**config.mk**
```make
export PLATFORM = sky130hd
export DESIGN_NAME = sel_mux_scan
export DESIGN_NICKNAME = d
export VERILOG_FILES = /design/src/rtl/sel_pkg.sv /design/src/rtl/sel_scan_ptr.sv /design/src/rtl/sel_mux_scan.sv
export SDC_FILE = /design/constraint.sdc
export NUM_CORES = 1
export LEC_CHECK = 0
export ABC_AREA = 0
export BUFFER_PORTS_ARGS = -buffer_cell sky130_fd_sc_hd__buf_4
export CORE_MARGIN = 2
export CORE_UTILIZATION = 41
export CTS_CLUSTER_SIZE = 14
export DETAILED_ROUTE_END_ITERATION = 10
export PLACE_DENSITY_LB_ADDON = 0.05
export SLEW_MARGIN = 10
export SYNTH_ARGS = -nofsm -noshare
export SYNTH_HDL_FRONTEND = slang
export SYNTH_SLANG_ARGS = --single-unit
```
**constraint.sdc**
```tcl
create_clock -name clk -period 1.7 [get_ports clk]
set_input_delay 0.34 -clock clk [delete_from_list [all_inputs] [get_ports clk]]
set_output_delay 0.34 -clock clk [all_outputs]
set_load 0.005 [all_outputs]
```
**src/rtl/sel_pkg.sv**
```systemverilog
// Shared encodings and width helper for the registered N-channel selector.
// The optional masked-scan feature is enabled with the SEL_SCAN_MASK_EN macro.
package sel_pkg;

  localparam logic MODE_DIRECT = 1'b0;
  localparam logic MODE_SCAN   = 1'b1;

  typedef enum logic {
    ST_EMPTY = 1'b0,
    ST_FULL  = 1'b1
  } sel_state_e;

  function automatic int sel_width(input int channels);
    if (channels < 2) begin
      return 1;
    end else begin
      return $clog2(channels);
    end
  endfunction

endpackage

```
**src/rtl/sel_scan_ptr.sv**
```systemverilog
// Next scan pointer: plain increment-and-wrap, or a masked round-robin search
// when SEL_SCAN_MASK_EN is defined.
module sel_scan_ptr
  import sel_pkg::*;
#(
  parameter int CHANNELS = 8,
  parameter int SELW     = sel_width(CHANNELS)
) (
`ifdef SEL_SCAN_MASK_EN
  input  logic [CHANNELS-1:0] ch_mask,
`endif
  input  logic [SELW-1:0]     cur_ptr,
  output logic [SELW-1:0]     next_ptr,
  output logic [SELW-1:0]     first_ptr,
  output logic                any_enabled
);

`ifdef SEL_SCAN_MASK_EN
  // Nearest enabled channel after cur_ptr; smallest distance is assigned last and wins
  always_comb begin
    int idx_s;
    idx_s    = 0;
    next_ptr = cur_ptr;
    for (int k = CHANNELS; k >= 1; k--) begin
      idx_s = (int'(cur_ptr) + k) % CHANNELS;
      if (ch_mask[idx_s]) begin
        next_ptr = SELW'(idx_s);
      end else begin
        next_ptr = next_ptr;
      end
    end
  end

  // Lowest enabled channel is where a fresh scan starts
  always_comb begin
    first_ptr = '0;
    for (int k = CHANNELS - 1; k >= 0; k--) begin
      if (ch_mask[k]) begin
        first_ptr = SELW'(k);
      end else begin
        first_ptr = first_ptr;
      end
    end
  end

  assign any_enabled = |ch_mask;
`else
  localparam logic [SELW-1:0] CH_LAST = SELW'(CHANNELS - 1);

  // Sequential step with wrap from the last channel back to zero
  always_comb begin
    next_ptr = '0;
    if (cur_ptr == CH_LAST) begin
      next_ptr = '0;
    end else begin
      next_ptr = cur_ptr + SELW'(1);
    end
  end

  assign first_ptr   = '0;
  assign any_enabled = 1'b1;
`endif

endmodule

```
**src/rtl/sel_mux_scan.sv**
```systemverilog
// Registered N-channel selector with valid/ready output, direct or round-robin
// scan channel choice, and out-of-range select flag. Optional: SEL_SCAN_MASK_EN.
module sel_mux_scan
  import sel_pkg::*;
#(
  parameter int WIDTH    = 4,
  parameter int CHANNELS = 8,
  parameter int SELW     = sel_width(CHANNELS)
) (
  input  logic                      clk,
  input  logic                      rst_n,
  input  logic [CHANNELS*WIDTH-1:0] din,
  input  logic [SELW-1:0]           sel_in,
  input  logic                      mode,
  input  logic                      in_valid,
  output logic                      in_ready,
  output logic [WIDTH-1:0]          dout,
  output logic [SELW-1:0]           dout_ch,
  output logic                      out_valid,
  input  logic                      out_ready,
`ifdef SEL_SCAN_MASK_EN
  input  logic [CHANNELS-1:0]       ch_mask,
`endif
  output logic                      sel_err
);

  localparam logic [SELW-1:0] CH_LAST = SELW'(CHANNELS - 1);

  sel_state_e       state_r, state_s;
  logic             mode_q_r;
  logic [SELW-1:0]  ptr_r;
  logic [WIDTH-1:0] dout_r;
  logic [SELW-1:0]  dout_ch_r;
  logic             sel_err_r;

  logic             scan_s, entering_s, oor_s, oor_raw_s;
  logic             ready_s, capture_s, any_en_s;
  logic [SELW-1:0]  scan_ch_s, pick_ch_s, next_ptr_s, first_ptr_s;
  logic [WIDTH-1:0] data_s;

  sel_scan_ptr #(
    .CHANNELS (CHANNELS),
    .SELW     (SELW)
  ) u_ptr (
`ifdef SEL_SCAN_MASK_EN
    .ch_mask     (ch_mask),
`endif
    .cur_ptr     (scan_ch_s),
    .next_ptr    (next_ptr_s),
    .first_ptr   (first_ptr_s),
    .any_enabled (any_en_s)
  );

  // With a power-of-two channel count every select code is a real channel
  generate
    if (CHANNELS == (1 << SELW)) begin : g_full_range
      assign oor_raw_s = 1'b0;
    end else begin : g_part_range
      assign oor_raw_s = (sel_in > CH_LAST);
    end
  endgenerate

  // Channel choice: entering scan restarts at the first channel regardless of ptr_r
  always_comb begin
    scan_s     = (mode == MODE_SCAN);
    entering_s = scan_s && (mode_q_r == MODE_DIRECT);
    scan_ch_s  = entering_s ? first_ptr_s : ptr_r;
    pick_ch_s  = scan_s ? scan_ch_s : sel_in;
    oor_s      = !scan_s && oor_raw_s;
  end

  // Data mux; an out-of-range select matches no channel and yields zero
  always_comb begin
    data_s = '0;
    for (int k = 0; k < CHANNELS; k++) begin
      if (pick_ch_s == SELW'(k)) begin
        data_s = din[k*WIDTH +: WIDTH];
      end else begin
        data_s = data_s;
      end
    end
  end

  // Handshake: no skid buffer, and an empty scan mask blocks captures
  always_comb begin
    ready_s   = ((state_r == ST_EMPTY) || out_ready) && (!scan_s || any_en_s);
    capture_s = in_valid && ready_s;
  end

  // Output-stage next state
  always_comb begin
    state_s = state_r;
    case (state_r)
      ST_EMPTY: begin
        if (capture_s) begin
          state_s = ST_FULL;
        end else begin
          state_s = ST_EMPTY;
        end
      end
      ST_FULL: begin
        if (capture_s) begin
          state_s = ST_FULL;
        end else if (out_ready) begin
          state_s = ST_EMPTY;
        end else begin
          state_s = ST_FULL;
        end
      end
      default: state_s = ST_EMPTY;
    endcase
  end

  // State, mode history and scan pointer registers
  always_ff @(posedge clk or negedge rst_n) begin
    if (!rst_n) begin
      state_r  <= ST_EMPTY;
      mode_q_r <= MODE_DIRECT;
      ptr_r    <= '0;
    end else begin
      state_r  <= state_s;
      mode_q_r <= mode;
      if (capture_s && scan_s) begin
        ptr_r <= next_ptr_s;
      end
    end
  end

  // Output sample registers; sel_err is a single-cycle pulse per bad capture
  always_ff @(posedge clk or negedge rst_n) begin
    if (!rst_n) begin
      dout_r    <= '0;
      dout_ch_r <= '0;
      sel_err_r <= 1'b0;
    end else if (capture_s) begin
      dout_r    <= data_s;
      dout_ch_r <= pick_ch_s;
      sel_err_r <= oor_s;
    end else begin
      sel_err_r <= 1'b0;
    end
  end

  assign in_ready  = ready_s;
  assign dout      = dout_r;
  assign dout_ch   = dout_ch_r;
  assign out_valid = (state_r == ST_FULL);
  assign sel_err   = sel_err_r;

endmodule

```
==> impl_metrics.env, run 1 <==
export IMPL_wl_met1_um=1450
export IMPL_ios=50
export IMPL_status="completed"
export IMPL_synthCells=122
export IMPL_antenna_found_initial=0
export IMPL_cellPowerDensity_nw_per_um2=680
export IMPL_synth_nets=162
export IMPL_coreArea_um2=2450
export IMPL_cts_sinks=12
export IMPL_path_clk_slew_ns=0.07
export IMPL_met3_length_um=160
export IMPL_synth_main_ff_cell="dfrtp_1"
export IMPL_drc=0
export IMPL_slowest_stage="dfrtp_2"
export IMPL_yosysSeqAreaShare_pct=28.7
export IMPL_layout_common_cells="buf_4, nand2_1, dfrtp_1"
export IMPL_path_delay_family="compound AO/OA/AOI/OAI gates"
export IMPL_clock_root_buffer="clkbuf_4"
export IMPL_gp_congestion=0.787
export IMPL_maxCapViolations=0
export IMPL_critical_path_required_ns=1.86
export IMPL_htree_levels=1
export IMPL_clock_latency_ns=0.28
export IMPL_port_buffers=48
export IMPL_max_freq_ghz=0.608
export IMPL_area_growth_pct=49.8
export IMPL_maxSlewViolCount=0
export IMPL_path_max_fanout=10
export IMPL_grt_pass1_vias=1089
export IMPL_fin_skew_ns=0.00108
export IMPL_cts_buffers=3
export IMPL_start_util_pct=42.7
export IMPL_p_leak_nw=0.719
export IMPL_finalNetCount=224
export IMPL_final_cells=212
export IMPL_worstSetupPathType="flip-flop to flip-flop"
export IMPL_ys_types=43
export IMPL_layout_commonest_cell="buf_4"
export IMPL_design_area_um2=1570
export IMPL_multi_input_area_um2=706
export IMPL_timing_final_hold_violations=0
export IMPL_grt_start_max_net_pins=14
export IMPL_placed_area_um2=1480
export IMPL_end_kind="flip-flop"
export IMPL_period_share_pct=96.7
export IMPL_yosys_warnings=0
export IMPL_hpwl_um=2610
export IMPL_synth_area_um2=1050
export IMPL_vias=1187
export IMPL_avgViaCountPerCell=5.60
export IMPL_fin_setup_tns_ns=0
export IMPL_wl_um=3320
export IMPL_grt_total_usage_pct=23.1
export IMPL_cp_start_kind="flip-flop"
export IMPL_rsz0062_at_grt="yes"
export IMPL_synthArstFlopShare_pct=100
export IMPL_vdd_drop_max_v=0.000572
export IMPL_drt_iter0_drc=17
export IMPL_crit_arrival_ns=1.80
export IMPL_synth_seq_cells=12
export IMPL_setup_viol=0
export IMPL_hp_class="input port to flip-flop"
export IMPL_wl_met2_um=1700
export IMPL_fillerInstances=234
export IMPL_dieWidth_um=54.5
export IMPL_drive_above_1_share_pct=50.0
export IMPL_cts_path_max_buffers=2
export IMPL_rows=18
export IMPL_cts_tree="done"
export IMPL_drtPass1Iterations=6
export IMPL_syn_area_per_cell_um2=8.58
export IMPL_die_area_um2=2970
export IMPL_cp_num_buf_inv=1
export IMPL_die_h_um=54.5
export IMPL_ff_latch_area_um2=302
export IMPL_max_stage_delay_ns=0.45
export IMPL_diodes=0
export IMPL_dp_cells=206
export IMPL_synth_edf_count=0
export IMPL_detail_route_antenna_nets=0
export IMPL_topRoutingLayerUsed="met4"
export IMPL_crit_chain="or2b_2 > o22ai_2 > buf_6 > a221o_1 > a221oi_2 > a21oi_1"
export IMPL_grt_overflow=0
export IMPL_min_period_ns=1.64
export IMPL_grt_pass1_wl_um=4880
export IMPL_wl_per_cell_um=15.7
[final timing paths]
check | depth (start not counted) | endpoint | from | slack (ns)
max | 6 | dout[2] | mode_q_r | 0.06
max reg2reg | 6 | dout[2] | mode_q_r | 0.06
min in group asynchronous | 2 | dout[2] | rst_n | 0.45
min reg2reg | 2 | dout_ch[2] | dout_ch[2] | 0.50
min | 1 | mode_q_r | mode | 0.26
max in group asynchronous | 2 | mode_q_r | rst_n | 1.07
[routing by layer]
metal  track usage, %  vias to the layer above
met5                0                        -
met4             3.75                        0
met3             4.92                        2
met2             39.8                       38
met1             29.9                      553
li1                 -                      594
[cells by family (layout without fill, tap and decap cells)]
family | after synthesis | count (layout) | synth area share, %
muxes | 2 | 2 | 2.15
and+or+nand+nor | 48 | 48 | 26.0
DFF | 12 | 12 | 28.7
buffers and inverters | 9 | 69 | 7.53
AOI/OAI and AO/OA | 50 | 50 | 35.2
other | 1 | 1 | 0.358
[layout make-up]
cell class / count / share of cell area [%]
tap: 30 / 2.39
clock buffer: 3 / 1.44
multi-input combinational: 101 / 45.0
timing repair buffer: 66 / 32.0
sequential: 12 / 19.2
[flip-flops by register name, indices dropped and copies added (netlist names)]
name       flops
dout           4
dout_ch        3
ptr_r          3
mode_q_r       1
out_valid      1
[through the flow]
step | total power, W | util, % | hold slack, ns | setup slack, ns
2_1_floorplan | 0.000642 | - | 0.0444 | 0.105
6_report | 0.00107 | 63.9 | 0.256 | 0.0565
4_1_cts | 0.00104 | 61.9 | 0.247 | 0.00671
3_5_place_dp | 0.000859 | 60.2 | 0.191 | -0.0314
3_3_place_gp | 0.000846 | 60.2 | 0.188 | -0.000231
5_1_grt | 0.00114 | 63.9 | 0.248 | -0.0601
[where the power goes]
part | switching, W | internal, W | total (W)
combinational | 0.000217 | 0.000280 | 0.000497
sequential | 0.0000543 | 0.000338 | 0.000392
clock | 0.0000959 | 0.0000822 | 0.000178
[cell usage after synthesis, drive strengths merged (4+ instances only)]
master / number / share of area [%]
a21o: 4 / 3.3
o21ai: 11 / 5.3
nand2b: 7 / 4.4
nand3: 11 / 5.3
dfrtp: 12 / 29
nor2: 4 / 1.7
a211o: 4 / 3.3
nand2: 11 / 3.9
a21oi: 8 / 4.5
buf: 6 / 4.4
and3: 4 / 2.6
[timing repair]
item | CTS | global route
hold buffers | 1 | 0
cloned | 0 | 0
setup endpoints to repair | 4 | 4
endpoints found under the hold margin | 12 | 0
resized for setup | 1 | 10
pin swaps | 0 | 0
setup buffers | 1 | 1
Power figures use the tool's default switching activity.
==> inputs of run 2 (changes only) <==
- SYNTH_HIERARCHICAL: default -> 1
==> impl_metrics.env, run 2 <==
export IMPL_area_growth_pct=50.4
export IMPL_wl_per_cell_um=14.1
export IMPL_finalNetCount=209
export IMPL_clock_latency_ns=0.28
export IMPL_avgViaCountPerCell=5.35
export IMPL_layout_commonest_cell="buf_4"
export IMPL_placed_area_um2=1510
export IMPL_netlist_area_leader_share_pct=28.5
export IMPL_critical_path_required_ns=1.85
export IMPL_min_period_ns=1.97
export IMPL_yosys_area_top_type="dfrtp_1"
export IMPL_max_freq_ghz=0.508
export IMPL_die_h_um=54.7
export IMPL_drive_above_1_share_pct=53.3
export IMPL_fin_skew_ns=0.00152
export IMPL_grt_pass1_wl_um=4440
export IMPL_synthArstFlopShare_pct=100
export IMPL_maxCapViolations=0
export IMPL_synth_top_cells_by_count="mux2_2, dfrtp_1, and2_1, buf_4, nor4_1"
export IMPL_end_kind="flip-flop"
export IMPL_final_util_pct=64.6
export IMPL_synth_area_leaders="dfrtp_1, mux2_2, buf_4, mux2i_4, and2_1"
export IMPL_antenna_found_initial=0
export IMPL_cts_tree="done"
export IMPL_rsz0062_at_grt="yes"
export IMPL_gp_congestion=0.857
export IMPL_grt_total_usage_pct=21.1
export IMPL_port_buffers=48
export IMPL_fin_ws_ns=-0.267
export IMPL_coreArea_um2=2450
export IMPL_rows=18
export IMPL_yosysSeqAreaShare_pct=28.5
export IMPL_crit_arrival_ns=2.12
export IMPL_fillerInstances=213
export IMPL_whs_ns=0.277
export IMPL_cts_path_max_buffers=2
export IMPL_synth_edf_count=0
export IMPL_p_leak_nw=0.749
export IMPL_cts_buffers=3
export IMPL_ios=50
export IMPL_grt_overflow=0
export IMPL_largest_reg_flops=4
export IMPL_power_w=0.00138
export IMPL_cellPowerDensity_nw_per_um2=872
export IMPL_wl_um=2740
export IMPL_yosysMostFrequentCell="mux2_2"
export IMPL_fin_setup_tns_ns=-0.891
export IMPL_path_clk_slew_ns=0.07
export IMPL_drc=0
export IMPL_diodes=0
export IMPL_timing_final_hold_violations=0
export IMPL_design_area_um2=1590
export IMPL_multi_input_area_um2=707
export IMPL_clock_root_buffer="clkbuf_4"
export IMPL_synth_main_ff_cell="dfrtp_1"
export IMPL_grt_start_max_net_pins=13
export IMPL_start_util_pct=43.0
export IMPL_drtPass1Iterations=6
export IMPL_drt_iter0_drc=23
export IMPL_path_max_fanout=3
export IMPL_worstSetupPathType="flip-flop to flip-flop"
export IMPL_syn_area_per_cell_um2=9.95
export IMPL_synthCells=106
export IMPL_cts_sinks=12
export IMPL_hpwl_um=2210
export IMPL_synth_area_um2=1050
export IMPL_detail_route_antenna_nets=0
export IMPL_cp_start_kind="flip-flop"
export IMPL_grt_pass1_vias=994
export IMPL_failed_checks="setup timing"
export IMPL_status="complete, but fails checks"
export IMPL_ys_types=29
export IMPL_vdd_drop_max_v=0.000714
export IMPL_die_area_um2=2990
export IMPL_yosys_warnings=6
export IMPL_period_share_pct=116
export IMPL_hp_class="input port to flip-flop"
export IMPL_layout_common_cells="buf_4, dfrtp_1, mux2_2"
export IMPL_synth_seq_cells=12
export IMPL_ff_latch_area_um2=300
export IMPL_setup_viol=5
export IMPL_htree_levels=1
export IMPL_dieWidth_um=54.7
export IMPL_vias=1044
export IMPL_maxSlewViolCount=0
## run 2: cell count changes in the layout (fill, tap and decap cells not counted), sizes merged, moves of 4 or more
| cell | before | now |
|---|---|---|
| o21ai | 11 | 3 |
| mux2 | 2 | 16 |
| nor4b | 0 | 4 |
| nand3 | 11 | 1 |
| nand2 | 11 | 5 |
| conb | 1 | 5 |
| nor4 | 0 | 8 |
| nand2b | 7 | 3 |
| and2 | 3 | 7 |
| a222oi | 0 | 4 |
## run 2: layer usage
metal  vias up  global-route usage (%)  part of all wire (%)
li1        518                       -                     -
met2        35                    38.3                    52
met3         6                    5.46                   5.4
met4         0                    7.92                   1.3
met5         -                       0                     0
met1       485                    23.3                    41
## run 2: what timing repair did
item / 4_1_cts / 5_1_grt
endpoints found under the hold margin: 12 / 0
hold buffers: 1 / 0
setup endpoints to repair: 5 / 7
setup buffers: 1 / 1
resized for setup: 2 / 1
pin swaps: 1 / 0
## run 2: where the power goes
| group | total [W] | internal [W] | switching (W) |
|---|---|---|---|
| combinational | 0.000779 | 0.000461 | 0.000318 |
| clock | 0.000179 | 0.0000822 | 0.0000967 |
| sequential | 0.000426 | 0.000372 | 0.0000541 |
| total | 0.00138 | 0.000915 | 0.000469 |
## run 2: final cells by class
class	instances	share of cell area, %
multi-input cells	85	44.6
flip-flops and latches	12	18.9
well taps	30	2.37
clock buffers	3	1.42
repair buffers	65	32.7
## run 2: worst max-delay path: stages, from the launching register on
cell and delay (ns):
dfrtp_1 0.40, mux2_4 0.32, mux2i_4 0.19, buf_6 0.15
mux2_4 0.30, a222oi_1 0.36, a21oi_1 0.13
## run 2: final timing paths
kind,start,endpoint,slack [ns],depth (start not counted)
setup / recovery,mode_q_r,dout[2],-0.27,6
hold / removal,mode,mode_q_r,0.28,1
setup reg to reg,mode_q_r,dout[2],-0.27,6
hold reg to reg,dout_ch[0],dout_ch[0],0.49,2
max in group asynchronous,rst_n,dout_ch[0],1.10,2
min in group asynchronous,rst_n,ptr_r[1],0.44,2
## run 2: kinds of logic after synthesis
| family | Yosys count | share of synthesized area [%] |
|---|---|---|
| flops | 12 | 28.5 |
| mux | 19 | 23.0 |
| fa+ha+maj | 2 | 2.37 |
| simple gates | 38 | 22.4 |
| buf+inv | 11 | 7.83 |
| compound gates | 21 | 14.8 |
| other cells | 3 | 1.07 |
## run 2: through the flow
stage	instances	setup WS (ns)
2_1_floorplan	108	-0.147
3_3_place_gp	189	-0.263
3_5_place_dp	189	-0.266
4_1_cts	194	-0.237
5_1_grt	195	-0.349
6_report	195	-0.267
